<file path="src/rtl/cpu_pkg.sv">
// Shared CPU definitions: writeback source selects, mul/div sequencer
// state encoding and default mul/div latencies.
// Optional macro HAZARD_DIV_EN adds the DIV sequencer state.
package cpu_pkg;

  localparam logic [2:0] DIN_SEL_PC8   = 3'b001;
  localparam logic [2:0] DIN_SEL_DMOUT = 3'b010;
  localparam logic [2:0] DIN_SEL_CP0   = 3'b011;
  localparam logic [2:0] DIN_SEL_HI    = 3'b100;
  localparam logic [2:0] DIN_SEL_LO    = 3'b101;
  localparam logic [2:0] DIN_SEL_ALU   = 3'b110;

  localparam int unsigned MUL_LAT_DEF = 4;
  localparam int unsigned DIV_LAT_DEF = 32;

`ifdef HAZARD_DIV_EN
  typedef enum logic [1:0] {
    MD_IDLE = 2'd0,
    MD_MUL  = 2'd1,
    MD_DIV  = 2'd2,
    MD_DONE = 2'd3
  } md_state_t;
`else
  typedef enum logic [1:0] {
    MD_IDLE = 2'd0,
    MD_MUL  = 2'd1,
    MD_DONE = 2'd3
  } md_state_t;
`endif

endpackage

</file>
<file path="src/rtl/pipe_hazard_ctrl_md_seq.sv">
// Mul/div latency sequencer: counts the unit's latency after a launch and
// emits a one-cycle HI/LO write strobe when the result is ready.
// Optional macro HAZARD_DIV_EN enables a separate divide latency.
module md_seq
  import cpu_pkg::*;
#(
  parameter int unsigned MUL_LAT = MUL_LAT_DEF,
  parameter int unsigned DIV_LAT = DIV_LAT_DEF
) (
  input  logic clk,
  input  logic rst_n,
  input  logic md_start_ex,
  input  logic md_op_ex,
  input  logic flush,
  output logic md_busy,
  output logic md_done,
  output logic hilo_we
);

`ifdef HAZARD_DIV_EN
  localparam int unsigned CNT_W = $clog2(DIV_LAT + 1);
`else
  localparam int unsigned CNT_W = $clog2(MUL_LAT + 1);
  localparam int unsigned DIV_LAT_UNUSED = DIV_LAT;
  logic md_op_unused;
  assign md_op_unused = md_op_ex;
`endif

  md_state_t        state_q, state_d;
  logic [CNT_W-1:0] cnt_q, cnt_d;
  logic             busy_q, busy_d;
  logic             done_q, done_d;

  // Next state and counter; a start while busy is ignored.
  always_comb begin
    state_d = state_q;
    cnt_d   = cnt_q;
    case (state_q)
      MD_IDLE: begin
        if (md_start_ex && !flush) begin
`ifdef HAZARD_DIV_EN
          if (md_op_ex) begin
            state_d = MD_DIV;
            cnt_d   = CNT_W'(DIV_LAT - 1);
          end else begin
            state_d = MD_MUL;
            cnt_d   = CNT_W'(MUL_LAT - 1);
          end
`else
          state_d = MD_MUL;
          cnt_d   = CNT_W'(MUL_LAT - 1);
`endif
        end
      end
`ifdef HAZARD_DIV_EN
      MD_MUL, MD_DIV: begin
`else
      MD_MUL: begin
`endif
        if (flush) begin
          state_d = MD_IDLE;
          cnt_d   = '0;
        end else if (cnt_q == '0) begin
          state_d = MD_DONE;
        end else begin
          cnt_d = cnt_q - CNT_W'(1);
        end
      end
      // The issuing instruction has retired, so a flush here still writes.
      MD_DONE: begin
        state_d = MD_IDLE;
        cnt_d   = '0;
      end
      default: begin
        state_d = MD_IDLE;
        cnt_d   = '0;
      end
    endcase
    busy_d = (state_d != MD_IDLE);
    done_d = (state_d == MD_DONE);
  end

  // State, counter and registered status outputs.
  always_ff @(posedge clk or negedge rst_n) begin
    if (!rst_n) begin
      state_q <= MD_IDLE;
      cnt_q   <= '0;
      busy_q  <= 1'b0;
      done_q  <= 1'b0;
    end else begin
      state_q <= state_d;
      cnt_q   <= cnt_d;
      busy_q  <= busy_d;
      done_q  <= done_d;
    end
  end

  assign md_busy = busy_q;
  assign md_done = done_q;
  assign hilo_we = done_q;

endmodule

</file>
<file path="src/rtl/pipe_hazard_ctrl.sv">
// Pipeline hazard controller: load-use and HI/LO stall detection plus the
// mul/div latency sequencer. Stalls are combinational, same-cycle.
// Optional macro HAZARD_DIV_EN enables a separate divide latency.
module pipe_hazard_ctrl
  import cpu_pkg::*;
#(
  parameter int unsigned MUL_LAT = MUL_LAT_DEF,
  parameter int unsigned DIV_LAT = DIV_LAT_DEF
) (
  input  logic       clk,
  input  logic       rst_n,
  input  logic       r1_r_id,
  input  logic       r2_r_id,
  input  logic [4:0] r1_id,
  input  logic [4:0] r2_id,
  input  logic       hilo_r_id,
  input  logic       md_id,
  input  logic [2:0] din_sel_ex,
  input  logic [2:0] din_sel_mem,
  input  logic [4:0] rw_ex,
  input  logic [4:0] rw_mem,
  input  logic       md_start_ex,
  input  logic       md_op_ex,
  input  logic       flush,
  output logic       stall_pc,
  output logic       stall_ifid,
  output logic       bubble_idex,
  output logic       md_busy,
  output logic       md_done,
  output logic       hilo_we
);

  logic lu_ex_c;
  logic lu_mem_c;
  logic hh_c;
  logic stall_c;

  md_seq #(
    .MUL_LAT(MUL_LAT),
    .DIV_LAT(DIV_LAT)
  ) u_md_seq (
    .clk        (clk),
    .rst_n      (rst_n),
    .md_start_ex(md_start_ex),
    .md_op_ex   (md_op_ex),
    .flush      (flush),
    .md_busy    (md_busy),
    .md_done    (md_done),
    .hilo_we    (hilo_we)
  );

  // Hazard detection; loaded data is never forwarded, so a load producer
  // in EX or MEM that ID depends on must stall.
  always_comb begin
    lu_ex_c  = (din_sel_ex == DIN_SEL_DMOUT) && (rw_ex != 5'd0) &&
               ((r1_r_id && (r1_id == rw_ex)) || (r2_r_id && (r2_id == rw_ex)));
    lu_mem_c = (din_sel_mem == DIN_SEL_DMOUT) && (rw_mem != 5'd0) &&
               ((r1_r_id && (r1_id == rw_mem)) || (r2_r_id && (r2_id == rw_mem)));
    hh_c     = (hilo_r_id || md_id) && (md_busy || md_start_ex);
    stall_c  = (lu_ex_c || lu_mem_c || hh_c) && !flush && rst_n;
  end

  assign stall_pc    = stall_c;
  assign stall_ifid  = stall_c;
  assign bubble_idex = stall_c;

endmodule

</file>
<file path="config.mk">
export PLATFORM = sky130hd
export DESIGN_NAME = pipe_hazard_ctrl
export DESIGN_NICKNAME = d
export VERILOG_FILES = /design/src/rtl/cpu_pkg.sv /design/src/rtl/pipe_hazard_ctrl_md_seq.sv /design/src/rtl/pipe_hazard_ctrl.sv
export SDC_FILE = /design/constraint.sdc
export NUM_CORES = 1
export LEC_CHECK = 0
export CAP_MARGIN = 20
export CORE_MARGIN = 2
export CORE_UTILIZATION = 32
export CTS_CLUSTER_SIZE = 30
export DETAILED_ROUTE_END_ITERATION = 6
export GPL_TIMING_DRIVEN = 0
export PLACE_DENSITY = 0.71
export SYNTH_ARGS = -nofsm -noshare
export SYNTH_HDL_FRONTEND = slang
export SYNTH_SLANG_ARGS = --single-unit
</file>
<file path="constraint.sdc">
create_clock -name clk -period 1.4 [get_ports clk]
set_input_delay 0.28 -clock clk [delete_from_list [all_inputs] [get_ports clk]]
set_output_delay 0.28 -clock clk [all_outputs]
set_load 0.02 [all_outputs]
</file>
# Word-level counts from Yosys, hierarchy flattened
# Cells that the tools add are included.
[op_classes]
addsub = 1
eq_ne = 10
mux = 8
reduce_logical = 25
[ops]
columns = ["op", "count"]
rows = [
  ["== test 5 bit", 4],
  ["logical AND 1 bit", 12],
  ["nonzero test 5 bit", 2],
  ["2-to-1 mux 3 bit", 3],
  ["== test 3 x 2 -> 1 bit, second input constant", 2],
  ["logical OR 1 bit", 6],
  ["2-to-1 mux 2 bit", 3],
  ["case mux 3 bit (2 select lines)", 1],
  ["case mux 2 bit (2 select lines)", 1],
  ["logical NOT 3 bit", 1],
  ["inequality test 3 bit, second input constant", 1],
  ["subtractor 3 x 1 -> 3 bit, second input constant", 1],
  ["== test 2 x 1 -> 1 bit, second input constant", 1],
  ["== test 2 bit, second input constant", 1],
  ["logical NOT 2 bit", 1],
  ["inequality test 2 x 1 -> 1 bit, second input constant", 1],
  ["AND reduction 2 bit", 1],
  ["nonzero test 2 bit", 1],
  ["logical NOT 1 bit", 1],
]
[word_totals]
regBits = 7
inputBits = 35
output_inout_bits = 6
wordCells = 48

# Depth between registers and ports, before layout
[logic_depth]
ltp_word = 8
mapped_depth = 7
ltp_nobuf = 7

# Cells and area by module
# From an unflattened synthesis, not the netlist that was laid out.
[unflattened]
cells_unflattened = 76
area_unflattened_um2 = 683.2
[modules_own_cells]
columns = ["mod", "n_inst", "cells_each", "area_per_inst_um2", "seq_area_each_um2"]
rows = [
  ["md_seq", 1, 35, 372.9, 175.2],
  ["pipe_hazard_ctrl", 1, 41, 310.3, 0.0],
]

# Worst setup path before layout
# OpenSTA, ideal clock, no wires.
[synth_timing]
path_type = "input -> output"
startpoint = "input rw_ex[1]"
endpoint = "output stall_ifid"
arrival_ps = 1454
required_time_ps = 1120
path_slack_ps = -334
cell_stages = 4
n_path_buf = 1
path_cell_list = "or4_1 o2111ai_1 nand3_1 buf_4"
[synth_via]
elab_chain_len = 8
elab_cells_between_ends = 12
cone_classes = "eq/ne (2); reduce/logical (10)"
[synth_lines]
columns = ["element", "line_no", "rtl"]
rows = [
  ["from (decl)", "pipe_hazard_ctrl.sv:20", "input logic [4:0] rw_ex,"],
  ["== test 5 bit", "pipe_hazard_ctrl.sv:56", "((r1_r_id && (r1_id == rw_ex)) || (r2_r_id && (r2_id == rw_ex)));"],
  ["logical AND 1 bit", "pipe_hazard_ctrl.sv:56", ""],
  ["logical OR 1 bit", "pipe_hazard_ctrl.sv:56", ""],
  ["logical AND 1 bit (*)", "pipe_hazard_ctrl.sv:55", "lu_ex_c = (din_sel_ex == DIN_SEL_DMOUT) && (rw_ex != 5'd0) &&"],
  ["logical OR 1 bit (*) (2 in a row)", "pipe_hazard_ctrl.sv:60", "stall_c = (lu_ex_c || lu_mem_c || hh_c) && !flush && rst_n;"],
  ["logical AND 1 bit (*) (2 in a row)", "pipe_hazard_ctrl.sv:60", ""],
  ["to (decl)", "pipe_hazard_ctrl.sv:26", "output logic stall_ifid,"],
]
# Mark *: on every way between the ends. The rest lies on a longest branch, timed or not.

# Final worst setup path
[layout_timing]
startpoint = "input rw_ex[2]"
endpoint = "output stall_pc"
[layout_via]
elab_chain_len = 8
elab_cells_between_ends = 12
cone_classes = "eq/ne (2); reduce/logical (10)"
[layout_lines]
columns = ["element", "line_no", "rtl"]
rows = [
  ["== test 5 bit", "pipe_hazard_ctrl.sv:56", ""],
  ["logical AND 1 bit", "pipe_hazard_ctrl.sv:56", ""],
  ["logical OR 1 bit", "pipe_hazard_ctrl.sv:56", ""],
  ["logical AND 1 bit (*)", "pipe_hazard_ctrl.sv:55", ""],
  ["logical OR 1 bit (*) (2 in a row)", "pipe_hazard_ctrl.sv:60", ""],
  ["logical AND 1 bit (*) (2 in a row)", "pipe_hazard_ctrl.sv:60", ""],
  ["to (decl)", "pipe_hazard_ctrl.sv:25", "output logic stall_pc,"],
]
# Marked as above.

==> flow_summary.toml <==
[global_routing]
grt_pass1_vias = 730
grt_remaining_overflow = 0
grt_pass1_wl_um = 3280
gr-usage-all-layers = 0.174
grt_start_max_net_pins = 9
antenna_found_initial = 0

[synth]
synth.avg_cell_area_um2 = 9.08
ys_ff_latch = 7
yosys-top-cells-count = "20 x xnor2_1, 7 x dfrtp_1, 6 x nand2_1"
synth_edf_count = 0
yosys.area.top_type = "dfrtp_1"
synth_cell_types = 25
ys_async_sr_fraction = 1.00
synthTopCellsByArea = "dfrtp_1 26%, xnor2_1 26%, nor3b_1 4.5%, a221oi_4 4.0%, ha_1 3.8%"
syn_nets = 110
synth-warning-count = 0
synth_top_area_share = 0.264
synth_most_common_cell = "xnor2_1"
synth-seq-area-share = 0.264
synth-main-ff-cell = "dfrtp_1"
syn_inst = 73
mappedNetlistArea_um2 = 663

[timing]
fin_crit_ns = 1.77
relSlewSlack = 0.745
final_hold_viol_count = 0
setup_tns_ns = -1.26
timing.final.max_slew_violations = 0
worst_slew_pin_slew_ns = 0.383
setup_ws_ns = -0.373
clock.fmax_mhz = 564
setup_viol = 6
fin_crit_sh = 1.27
fin_skew_ns = 0.000519
rsz0062_at_grt = "true"

[final_layout]
drive_above_1_share = 0.395
final_util = 0.652
n_antenna_cell = 0
nFillCells = 170
fin_cells = 151
fin_nets = 162
syn_to_final_growth_pct = 92.8

[clocking]
clock-sinks = 7
h-tree-depth = 1
cts.clk_slew.worst_paths_ns = 0.05
cts_max_path_buffers = 2
tritoncts = "done"
cts_buffers = 3
clkLatencyLatePin_ns = 0.25
cts_root_buf = "clkbuf_4"

[pwr]
peakVddDrop_mv = 0.495
p_per_area_nw_per_um2 = 639
leakagePower_nw = 0.518
p_total_w = 0.000817

[job]
maxCapViolCount = 0

[floorplanning]
rows = 16
initial_core_util = 0.338
core_um2 = 1960
pin_count = 41
die_h_um = 49.5
die_w_um = 49.5
die-area_um2 = 2450

[routing]
vias = 728
routedWlPerCell_um = 14.1
route.detailed.drc = 0
first_pass_iters = 4
viasPerCell = 4.82
finalWirelength_um = 2120
postRouteAntennaNets = 0
dr.first_iter.drc_count = 8

[worst_setup_path]
end_kind = "primary output"
start_kind = "input pin"
arrival_ns = 1.49
cp_max_fo = 3
crit_type = "in2out"
required_ns = 1.12

[status]
status = "complete, but fails checks"
violations = "setup timing"

[placement]
hpwlAfterDp_um = 1570
dpl.cell_count = 139
numPortBuffers = 39
globalplace.congestion = 0.777
pre_cts_slack_ns = -1.25

[min_path]
hold_path_class = "in2async"
critical path, stage by stage:
cell       delay, ns
buf_8           0.09
or4_4           0.54
o2111ai_4       0.23
nand3_4         0.10
buf_6           0.13
buf_6           0.12
timing repair:
item,CTS,global route
resized for setup,96,15
pin swaps,16,21
cloned,0,0
setup endpoints to repair,9,6
buffers inserted,3,4
hold buffers,0,1
endpoints found under the hold margin,0,7
layer usage:
metal	share of wire	vias up	GRT usage
li1	-	365	-
met4	0	0	0.0694
met5	0	-	0
met3	0.066	0	0.0333
met2	0.56	27	0.336
met1	0.37	336	0.179
sequential cells by signal, summed over array words and instances, names as in the netlist:
name / count
u_md_seq.hilo_we: 1
u_md_seq.state_q: 2
u_md_seq.cnt_q: 3
u_md_seq.md_busy: 1
layout make-up:
cell class | instances | area (um2) | share of cell area
Sequential cell | 7 | 175 | 0.137
Clock buffer | 4 | 26.3 | 0.0205
Multi-Input combinational cell | 58 | 574 | 0.449
Timing Repair Buffer | 47 | 419 | 0.328
Buffer | 4 | 35.0 | 0.0274
Inverter | 4 | 15.0 | 0.0117
Tap cell | 27 | 33.8 | 0.0264
placed cells by master (no fill, tap or decap), drive strengths merged:
cell / n
a21oi: 2
a221oi: 1
buf: 23
clkbuf: 7
clkdlybuf4s15: 7
clkdlybuf4s50: 10
dfrtp: 7
dlygate4sd2: 7
dlygate4sd3: 1
ha: 2
inv: 4
nand2: 6
nand2b: 1
nand3: 1
nand4: 4
nor2: 2
nor2b: 1
nor3: 2
nor3b: 4
o2111ai: 2
o21a: 1
o21ai: 2
o221ai: 1
o22ai: 2
o31ai: 1
or4: 2
or4b: 1
xnor2: 20
cell families after synthesis:
family	synth area share
fa+ha+maj	0.0377
xor+xnor	0.264
flops	0.264
simple gates	0.219
compound gates	0.151
buf+inv	0.0641
stage by stage:
| step | hold slack (ns) | instance area, um2 |
|---|---|---|
| 6_report | 0.472 | 1280 |
| 5_1_grt | 0.505 | 1280 |
| 4_1_cts | 0.00557 | 1230 |
| 3_5_place_dp | 0.485 | 1130 |
| 3_3_place_gp | 0.467 | 1130 |
| 2_1_floorplan | -0.0156 | 706 |
final timing paths:
kind                                     end  slack [ns]  depth (start not counted)              start
setup / recovery                    stall_pc       -0.37                          6           rw_ex[2]
hold / removal             u_md_seq.cnt_q[0]        0.47                          2              rst_n
setup reg to reg           u_md_seq.cnt_q[1]       -0.08                          7  u_md_seq.cnt_q[0]
hold reg to reg            u_md_seq.cnt_q[2]        0.49                          2  u_md_seq.cnt_q[2]
max in group asynchronous  u_md_seq.cnt_q[2]        0.69                          2              rst_n
min in group clk           u_md_seq.cnt_q[2]        0.49                          2  u_md_seq.cnt_q[2]
where the power goes:
part / switching, W / total [W] / internal (W) / leakage [nW]
logic: 0.000172 / 0.000393 / 0.000221 / 0.415
registers: 0.0000163 / 0.000242 / 0.000225 / 0.0884
clock network: 0.0000739 / 0.000183 / 0.000109 / 0.0150
Note: power is estimated with default switching activity, not from simulation.
